**config.mk**
```make
export PLATFORM = sky130hd
export DESIGN_NAME = ball_engine
export DESIGN_NICKNAME = d
export VERILOG_FILES = /design/src/rtl/ball_engine.sv
export SDC_FILE = /design/constraint.sdc
export NUM_CORES = 1
export LEC_CHECK = 0
export CELL_PAD_IN_SITES_DETAIL_PLACEMENT = 1
export CELL_PAD_IN_SITES_GLOBAL_PLACEMENT = 1
export CORE_ASPECT_RATIO = 1.2
export CORE_MARGIN = 4
export CORE_UTILIZATION = 49
export CTS_CLUSTER_DIAMETER = 50
export DETAILED_ROUTE_END_ITERATION = 8
export DONT_BUFFER_PORTS = 1
export GPL_TIMING_DRIVEN = 0
export PLACE_DENSITY_LB_ADDON = 0.1
export SYNTH_ARGS = -nofsm -noshare
export SYNTH_HDL_FRONTEND = slang
export SYNTH_SLANG_ARGS = --single-unit
```
**constraint.sdc**
```tcl
create_clock -name clk -period 3.9 [get_ports clk]
set_input_delay 0.39 -clock clk [delete_from_list [all_inputs] [get_ports clk]]
set_output_delay 0.39 -clock clk [all_outputs]
set_load 0.005 [all_outputs]
```
**src/rtl/ball_engine.sv**
```systemverilog
// ball_engine
// One Pong ball: moves once per frame, bounces off the top/bottom walls and
// off paddles (with speed-up), reports left/right misses and re-serves from
// the centre after a pause of SERVE_FRAMES frames.
//
// Ports:
//   clk        pixel clock
//   rst        asynchronous, active-low reset
//   x, y       current pixel column/row from the VGA timing generator
//   vsync      vertical sync, active high; its falling edge marks a frame
//   paddlehit  a paddle is being drawn at (x,y)
//   pause      freeze motion; the collision latch still works
//   color      COLOR while ballhit, else 0
//   ballhit    ball covers (x,y), combinational
//   collision  pending paddle collision, registered
//   miss_left  one-cycle pulse: ball left the playfield on the left
//   miss_right one-cycle pulse: ball left the playfield on the right
//   serving    high while the ball is held at the centre
//   dbg_state  FSM state (0 SERVE, 1 PLAY, 2 MISS)
//   dbg_xpos, dbg_ypos, dbg_speed  ball position and horizontal speed
//
// Timing contract: vsync falling is registered twice (vsync_q, then tick),
// so all motion happens on the clock edge two cycles after vsync falls.
// miss_* are raised on that edge and dropped on the next (the MISS cycle).
module ball_engine #(
  parameter int         WIDTH        = 20,
  parameter int         HEIGHT       = 20,
  parameter int         SCR_W        = 640,
  parameter int         SCR_H        = 480,
  parameter logic [2:0] COLOR        = 3'b110,
  parameter int         XSPEED_INIT  = 4,
  parameter int         XSPEED_MAX   = 12,
  parameter int         SPEEDUP      = 1,
  parameter int         YSPEED       = 4,
  parameter int         SERVE_FRAMES = 60
) (
  input  logic       clk,
  input  logic       rst,
  input  logic [9:0] x,
  input  logic [9:0] y,
  input  logic       vsync,
  input  logic       paddlehit,
  input  logic       pause,
  output logic [2:0] color,
  output logic       ballhit,
  output logic       collision,
  output logic       miss_left,
  output logic       miss_right,
  output logic       serving,
  output logic [1:0] dbg_state,
  output logic [9:0] dbg_xpos,
  output logic [9:0] dbg_ypos,
  output logic [3:0] dbg_speed
);

  localparam int CNT_W = $clog2(SERVE_FRAMES + 1);

  localparam logic [9:0]       X_CTR     = 10'((SCR_W - WIDTH) / 2);
  localparam logic [9:0]       Y_CTR     = 10'((SCR_H - HEIGHT) / 2);
  localparam logic [10:0]      W11       = 11'(WIDTH);
  localparam logic [10:0]      H11       = 11'(HEIGHT);
  localparam logic [10:0]      SW11      = 11'(SCR_W);
  localparam logic [10:0]      SH11      = 11'(SCR_H);
  localparam logic [10:0]      YS11      = 11'(YSPEED);
  localparam logic [9:0]       YS10      = 10'(YSPEED);
  localparam logic [10:0]      HALF_W11  = 11'(WIDTH / 2);
  localparam logic [10:0]      HALF_SW11 = 11'(SCR_W / 2);
  localparam logic [3:0]       SP_INIT   = 4'(XSPEED_INIT);
  localparam logic [4:0]       SP_MAX5   = 5'(XSPEED_MAX);
  localparam logic [4:0]       SP_UP5    = 5'(SPEEDUP);
  localparam logic [CNT_W-1:0] CNT_INIT  = CNT_W'(SERVE_FRAMES);
  localparam logic [CNT_W-1:0] CNT_ONE   = CNT_W'(1);

  typedef enum logic [1:0] {
    S_SERVE = 2'd0,
    S_PLAY  = 2'd1,
    S_MISS  = 2'd2
  } state_t;

  state_t           r_state, w_state_nxt;
  logic [9:0]       r_xpos, w_xpos_nxt;
  logic [9:0]       r_ypos, w_ypos_nxt;
  logic             r_xdir, w_xdir_nxt;   // 1 = moving right
  logic             r_ydir, w_ydir_nxt;   // 1 = moving down
  logic [3:0]       r_speed, w_speed_nxt;
  logic [CNT_W-1:0] r_cnt, w_cnt_nxt;
  logic             r_col, w_col_nxt;
  logic             r_miss_l, w_miss_l_nxt;
  logic             r_miss_r, w_miss_r_nxt;
  logic             r_vsync_q;
  logic             r_tick;

  logic [10:0] w_x11, w_y11, w_xpos11, w_ypos11;
  logic        w_hit;
  logic        w_pad_hit;
  logic        w_go;
  logic        w_xdir_eff;
  logic [3:0]  w_speed_eff;
  logic [4:0]  w_sp_sum;

  // All position compares are done in 11 bits so pos+size never overflows.
  assign w_x11    = {1'b0, x};
  assign w_y11    = {1'b0, y};
  assign w_xpos11 = {1'b0, r_xpos};
  assign w_ypos11 = {1'b0, r_ypos};

  assign w_hit = (w_x11 >= w_xpos11) && (w_x11 < w_xpos11 + W11) &&
                 (w_y11 >= w_ypos11) && (w_y11 < w_ypos11 + H11);

  assign w_pad_hit = w_hit & paddlehit;
  assign w_go      = r_tick & ~pause;

  assign ballhit    = w_hit;
  assign color      = w_hit ? COLOR : 3'b000;
  assign collision  = r_col;
  assign miss_left  = r_miss_l;
  assign miss_right = r_miss_r;
  assign serving    = (r_state == S_SERVE);
  assign dbg_state  = r_state;
  assign dbg_xpos   = r_xpos;
  assign dbg_ypos   = r_ypos;
  assign dbg_speed  = r_speed;

  always_ff @(posedge clk or negedge rst) begin
    if (!rst) begin
      r_state   <= S_SERVE;
      r_xpos    <= X_CTR;
      r_ypos    <= Y_CTR;
      r_xdir    <= 1'b1;
      r_ydir    <= 1'b0;
      r_speed   <= SP_INIT;
      r_cnt     <= CNT_INIT;
      r_col     <= 1'b0;
      r_miss_l  <= 1'b0;
      r_miss_r  <= 1'b0;
      r_vsync_q <= 1'b0;
      r_tick    <= 1'b0;
    end else begin
      r_state   <= w_state_nxt;
      r_xpos    <= w_xpos_nxt;
      r_ypos    <= w_ypos_nxt;
      r_xdir    <= w_xdir_nxt;
      r_ydir    <= w_ydir_nxt;
      r_speed   <= w_speed_nxt;
      r_cnt     <= w_cnt_nxt;
      r_col     <= w_col_nxt;
      r_miss_l  <= w_miss_l_nxt;
      r_miss_r  <= w_miss_r_nxt;
      r_vsync_q <= vsync;
      r_tick    <= r_vsync_q & ~vsync;
    end
  end

  always_comb begin
    w_state_nxt  = r_state;
    w_xpos_nxt   = r_xpos;
    w_ypos_nxt   = r_ypos;
    w_xdir_nxt   = r_xdir;
    w_ydir_nxt   = r_ydir;
    w_speed_nxt  = r_speed;
    w_cnt_nxt    = r_cnt;
    w_col_nxt    = r_col | w_pad_hit;
    w_miss_l_nxt = 1'b0;
    w_miss_r_nxt = 1'b0;
    w_xdir_eff   = r_xdir;
    w_speed_eff  = r_speed;
    w_sp_sum     = {1'b0, r_speed} + SP_UP5;

    case (r_state)
      S_SERVE: begin
        if (w_go) begin
          w_cnt_nxt = r_cnt - CNT_ONE;
          if (r_cnt == CNT_ONE) begin
            w_state_nxt = S_PLAY;
            // Hits latched while waiting at the centre are stale.
            w_col_nxt   = w_pad_hit;
          end
        end
      end

      S_PLAY: begin
        if (w_go) begin
          // Paddle first, so a reflection beats a miss on the same frame.
          if (r_col) begin
            w_xdir_eff  = (w_xpos11 + HALF_W11 < HALF_SW11);
            w_speed_eff = (w_sp_sum > SP_MAX5) ? SP_MAX5[3:0] : w_sp_sum[3:0];
            w_col_nxt   = w_pad_hit;
          end
          w_xdir_nxt  = w_xdir_eff;
          w_speed_nxt = w_speed_eff;

          if (!r_ydir && (w_ypos11 < YS11)) begin
            w_ypos_nxt = 10'd0;
            w_ydir_nxt = 1'b1;
          end else if (r_ydir && (w_ypos11 + H11 + YS11 > SH11)) begin
            w_ypos_nxt = 10'(SCR_H - HEIGHT);
            w_ydir_nxt = 1'b0;
          end else if (r_ydir) begin
            w_ypos_nxt = r_ypos + YS10;
          end else begin
            w_ypos_nxt = r_ypos - YS10;
          end

          if (!w_xdir_eff && (w_xpos11 < {7'd0, w_speed_eff})) begin
            w_miss_l_nxt = 1'b1;
            w_state_nxt  = S_MISS;
          end else if (w_xdir_eff &&
                       (w_xpos11 + W11 + {7'd0, w_speed_eff} > SW11)) begin
            w_miss_r_nxt = 1'b1;
            w_state_nxt  = S_MISS;
          end else if (w_xdir_eff) begin
            w_xpos_nxt = r_xpos + {6'd0, w_speed_eff};
          end else begin
            w_xpos_nxt = r_xpos - {6'd0, w_speed_eff};
          end
        end
      end

      S_MISS: begin
        // Serve toward the side that missed; miss_r is still high here.
        w_xpos_nxt  = X_CTR;
        w_ypos_nxt  = Y_CTR;
        w_speed_nxt = SP_INIT;
        w_xdir_nxt  = r_miss_r;
        w_ydir_nxt  = ~r_ydir;
        w_cnt_nxt   = CNT_INIT;
        w_col_nxt   = 1'b0;
        w_state_nxt = S_SERVE;
      end

      default: begin
        w_state_nxt = S_SERVE;
      end
    endcase
  end

endmodule

```
After elaboration in Yosys (flattened, before gate mapping)
Cells that the tools add are included.

Shift operators: 0. $add $sub $neg: 11. Muxes and demuxes: 46. $lt $le $gt $ge: 10. Eq/ne operators: 10. Bitwise logic cells: 7. $mul: 0. Reductions and logical operators: 17. Divide/modulo/power cells: 0.

Operators by type and width (count): $mux W10 (8); $pmux W10 S2 (2); $add A10 B5 Y11 const B (2); $lt A10 B11 Y1 (2); $ge A10 B10 Y1 (2); $mux W4 (5); $mux W1 (18); $pmux W6 S2 (1); $add A10 B4 Y11 const B (1); $add A11 B3 Y11 const B (1); $add A11 B4 Y11 (1); $gt A11 B10 Y1 const B (1); $gt A11 B9 Y1 const B (1); $lt A11 B9 Y1 const B (1); $add A10 B3 Y10 const B (1); $add A10 B4 Y10 (1); $lt A10 B3 Y1 const B (1); $lt A10 B4 Y1 (1); $mux W2 (5); $sub A10 B3 Y10 const B (1); $sub A10 B4 Y10 (1); $pmux W4 S2 (1); $reduce_and A4 Y1 (2); $logic_and A1 B1 Y1 (7); other kinds (22) (34).

Bits of input ports: 25. RAM bits: 0. Bits in latches: 0. Output and inout port bits: 34. Memories kept: 0. Register bits after elaboration: 39. Logic and storage cells: 113. Memory bits (read-only): 0.

Logic depth before layout (Yosys ltp)
Word-level depth: 13. Gate-level depth with buffers: 14. Mapped depth without buffers: 13.

Worst setup path before layout
OpenSTA, ideal clock, no wires.

Path type: reg2reg. Start point: register r_col (netlist: collision). End point: register r_xpos[3] (netlist: dbg_xpos[3]). Path slack: 0.503 ns. Arrival time: 3.258 ns. Period minus slack after synthesis: 3.397 ns. Data required time: 3.760 ns. Setup time: 0.140 ns. Stages on the path, launching flop included: 13. Path buffers: 1. Path through: dfrtp_1 clkbuf_1 mux2_2 ha_1 fa_1 nand3_1 nand2_1 or4b_1 o32ai_2 a211oi_2 a211oi_4 mux2i_1 o22ai_1.

Word-level cells in the longest chain between the ends: 9. Elaborated cells on any way between the ends: 22. Classes of those cells: add/sub (3); order compare (2); eq/ne (2); mux (11); reduce/logical (4).

RTL lines: from (decl) (RTL line 87) `logic r_col, w_col_nxt;`; from (signal assigned) (RTL line 146) `r_col <= w_col_nxt;`; branches (longest 9 deep; another with $add A11 B4 Y11); to (signal assigned) (RTL line 140) `r_xpos <= w_xpos_nxt;`; to (decl) (RTL line 81) `logic [9:0] r_xpos, w_xpos_nxt;`.

Several ways; the timed one is not identified. The select of a mux whose other input is x is not followed. A chain may end at the register's enable or synchronous reset.

Final worst setup path
Start point: register r_col (netlist: collision). End point: register r_xpos[4] (netlist: dbg_xpos[4]).

Same word-level chain as after synthesis.

==> metrics.txt <==
htree depth 2; most frequent cells in the layout ha_1, a21oi_1, inv_1, o21ai_0, nor2_1; pre-CTS WS -217.1 ps; die height 112.4 um; port bufs 0; Yosys top cell area share 17.45%; initial core utilization roughly half; clk sinks 38; initial antenna violation count 0; # setup viols final 0; synth warn 0; CP startpoint kind register; crit path capture type register; Overflow after GRT 0; arrival time at the worst endpoint 3940 ps; Top FF cell, synth dfrtp_1; final WL 13,750 um; Max Slew Vio Count 0; worst skew pair latency 310 ps; WL/cell 21.05 um; largest net degree at the start of global routing 39; initial drt markers 219; DRC viols 0; Least-Margin Pin Slew about 1300 ps; GRT Total Usage 26.44%; Pwr Density 725.9 nW/um2; Layout fillers 1,106; Post-Route Utilization a little over half; Seq/Total Area, Yosys about 22%; Leak 2.066 nW; Cell Count, Final, Fillers Out around 650; fmax 268.5 MHz; Placement Cell Area 4597 um2; fin nets 624; dpl cells 643; Hold WS 108.7 ps; GPL Wtd Cong between 0.8 and 0.9; ANT cells 0; Synth cell types 92; WP buf/inv 1; max_slew headroom 14.37%; die area 10,670 um2; final worst slack 175.8 ps; Worst Skew between 15 and 20 ps; Clock transition at path regs 90 ps; Root Driver clkbuf_8; Largest stage delay, worst path 490 ps; crit-path max FO 9; Core ar. 8703 um2; commonest non-fill, non-tap cell in the layout ha_1; DIE WIDTH between 90 and 100 um; fin crit period between 3000 and 4000 ps; first-pass GRT wire length 22,420 um; post-synthesis register bit count 38; drt pass-1 iters 4; Vias 4,149; antenna viol nets, final 0; Synth Cell Area 4447 um2; Post-synth EDFFs 0; status finished, final reports clean; Syn Inst Count 525; Post-synth ARST share 100.0%; routed vias/inst roughly 6.4; clock buffer depth 2; row cnt 37; dominant cells by area after synthesis ha_1, dfrtp_1, dfstp_2; critical path type reg2reg; CTS tree yes; layout cells sized above 1 13.43%; leading area contributor after synthesis ha_1; Post-DP HPWL roughly 11,000 um; final worst-path cycle share 95.49%; CP max stage cell or4b_1; area grow syn2layout 7.400%; number of global-route vias before repair approximately 4,400; Worst Hold Class in2reg; Top delay family on crit path compound AO/OA/AOI/OAI gates; Final Hold Vio Count 0; VDD IR max approximately 460 uV; CTS Buf Count 5; post-synthesis average cell area around 8.5 um2; post-route cell area between 4000 and 5000 um2; Cell Chain, Critical Path clkbuf_4, mux2_2, ha_1, fa_2, nand3_1, nand2_1, or4b_1, o32ai_2, a211oi_4, a211oi_4, nand3_1, a32oi_1; Req. time, crit path between 4000 and 5000 ps; # IOs 59; Max-cap violations 0
==> report_power, final <==
| part | switching [W] | internal (W) |
|---|---|---|
| registers | 0.000211 | 0.000554 |
| clock network | 0.000158 | 0.000209 |
| logic | 0.00140 | 0.000932 |
| total | 0.00177 | 0.00170 |
==> Yosys cell counts, drive strengths merged (14+ instances only) <==
cell	count
a21oi	46
clkbuf	14
dfrtp	22
dfstp	16
ha	62
inv	39
nand2	27
nor2	34
nor3	14
o21ai	40
xnor2	14
==> layer usage <==
| layer | global-route usage (%) | up-vias | wire length, um | share of wire, % |
|---|---|---|---|---|
| li1 | - | 1975 | - | - |
| met1 | 30.36 | 2056 | 5391 | 39 |
| met2 | 49.20 | 86 | 7419 | 54 |
| met3 | 4.223 | 32 | 501 | 3.6 |
| met4 | 7.892 | 0 | 436 | 3.2 |
| met5 | 0 | - | 0 | 0 |
==> metrics by stage <==
step                power (W)  setup TNS [ps]
finish               0.003467               0
global route         0.003781          -35.46
CTS                  0.003437               0
detailed placement   0.003041           -1491
global placement     0.002932          -352.6
floorplan            0.002428               0
==> logic make-up (layout without fill, tap and decap cells) <==
kind of cell / count (synthesis) / after routing / synth area share (%)
and+or+nand+nor: 141 / 141 / 16.80
AOI/OAI and AO/OA: 184 / 184 / 29.49
xor gates and xnor gates: 17 / 17 / 3.517
other: 1 / 2 / 0.08433
buffers and inverters: 66 / 76 / 6.668
muxes: 14 / 14 / 3.264
adders and majority gates: 64 / 64 / 18.35
DFF: 38 / 38 / 21.83
==> sequential cells by signal, indices dropped and copies added (netlist names) <==
| signal | count |
|---|---|
| collision | 1 |
| dbg_speed | 4 |
| dbg_state | 2 |
| dbg_xpos | 10 |
| dbg_ypos | 9 |
| miss_left | 1 |
| miss_right | 1 |
| r_cnt | 6 |
| r_tick | 1 |
| r_vsync_q | 1 |
| r_xdir | 1 |
| r_ydir | 1 |
==> path summary, 6_finish.rpt <==
| kind | depth (start not counted) | slack (ps) | from | to |
|---|---|---|---|---|
| worst max-delay path | 12 | 180 | collision$_DFF_PN0_ | dbg_xpos[4]$_DFFE_PN1P_ |
| worst min-delay path | 0 | 110 | vsync | r_vsync_q$_DFF_PN0_ |
| worst max register to register | 12 | 180 | collision$_DFF_PN0_ | dbg_xpos[4]$_DFFE_PN1P_ |
| worst min register to register | 1 | 480 | r_vsync_q$_DFF_PN0_ | r_tick$_DFF_PN0_ |
| max in group asynchronous | 2 | 3070 | rst | r_cnt[4]$_DFFE_PN1P_ |
| min in group asynchronous | 2 | 560 | rst | dbg_ypos[8]$_DFFE_PN0P_ |
==> what timing repair did <==
action	CTS	global route
setup buffers	0	0
endpoints found under the setup margin	13	15
pin swaps	3	1
gates resized for setup	2	8
hold endpoints to repair	38	0
hold buffers	2	0
==> worst reg2reg max path, delay by kind of cell, from the launching register on <==
kind	cells	cell delay, ps
mux	1	390
simple gates	4	830
fa+ha+maj	2	700
compound gates	4	1050
buf+inv	1	240
flops	1	430
==> final cells by class <==
class	instances	area (um2)	area share (%)
Inverter	40	155.1	3.249
Tap cell	117	146.4	3.065
Timing Repair Buffer	2	30.03	0.6288
Clock buffer	7	86.33	1.808
Multi-Input combinational cell	422	3212	67.25
Clock inverter	1	30.03	0.6288
Buffer	26	145.1	3.039
Sequential cell	38	970.9	20.33
(Power assumes the default switching activity.)
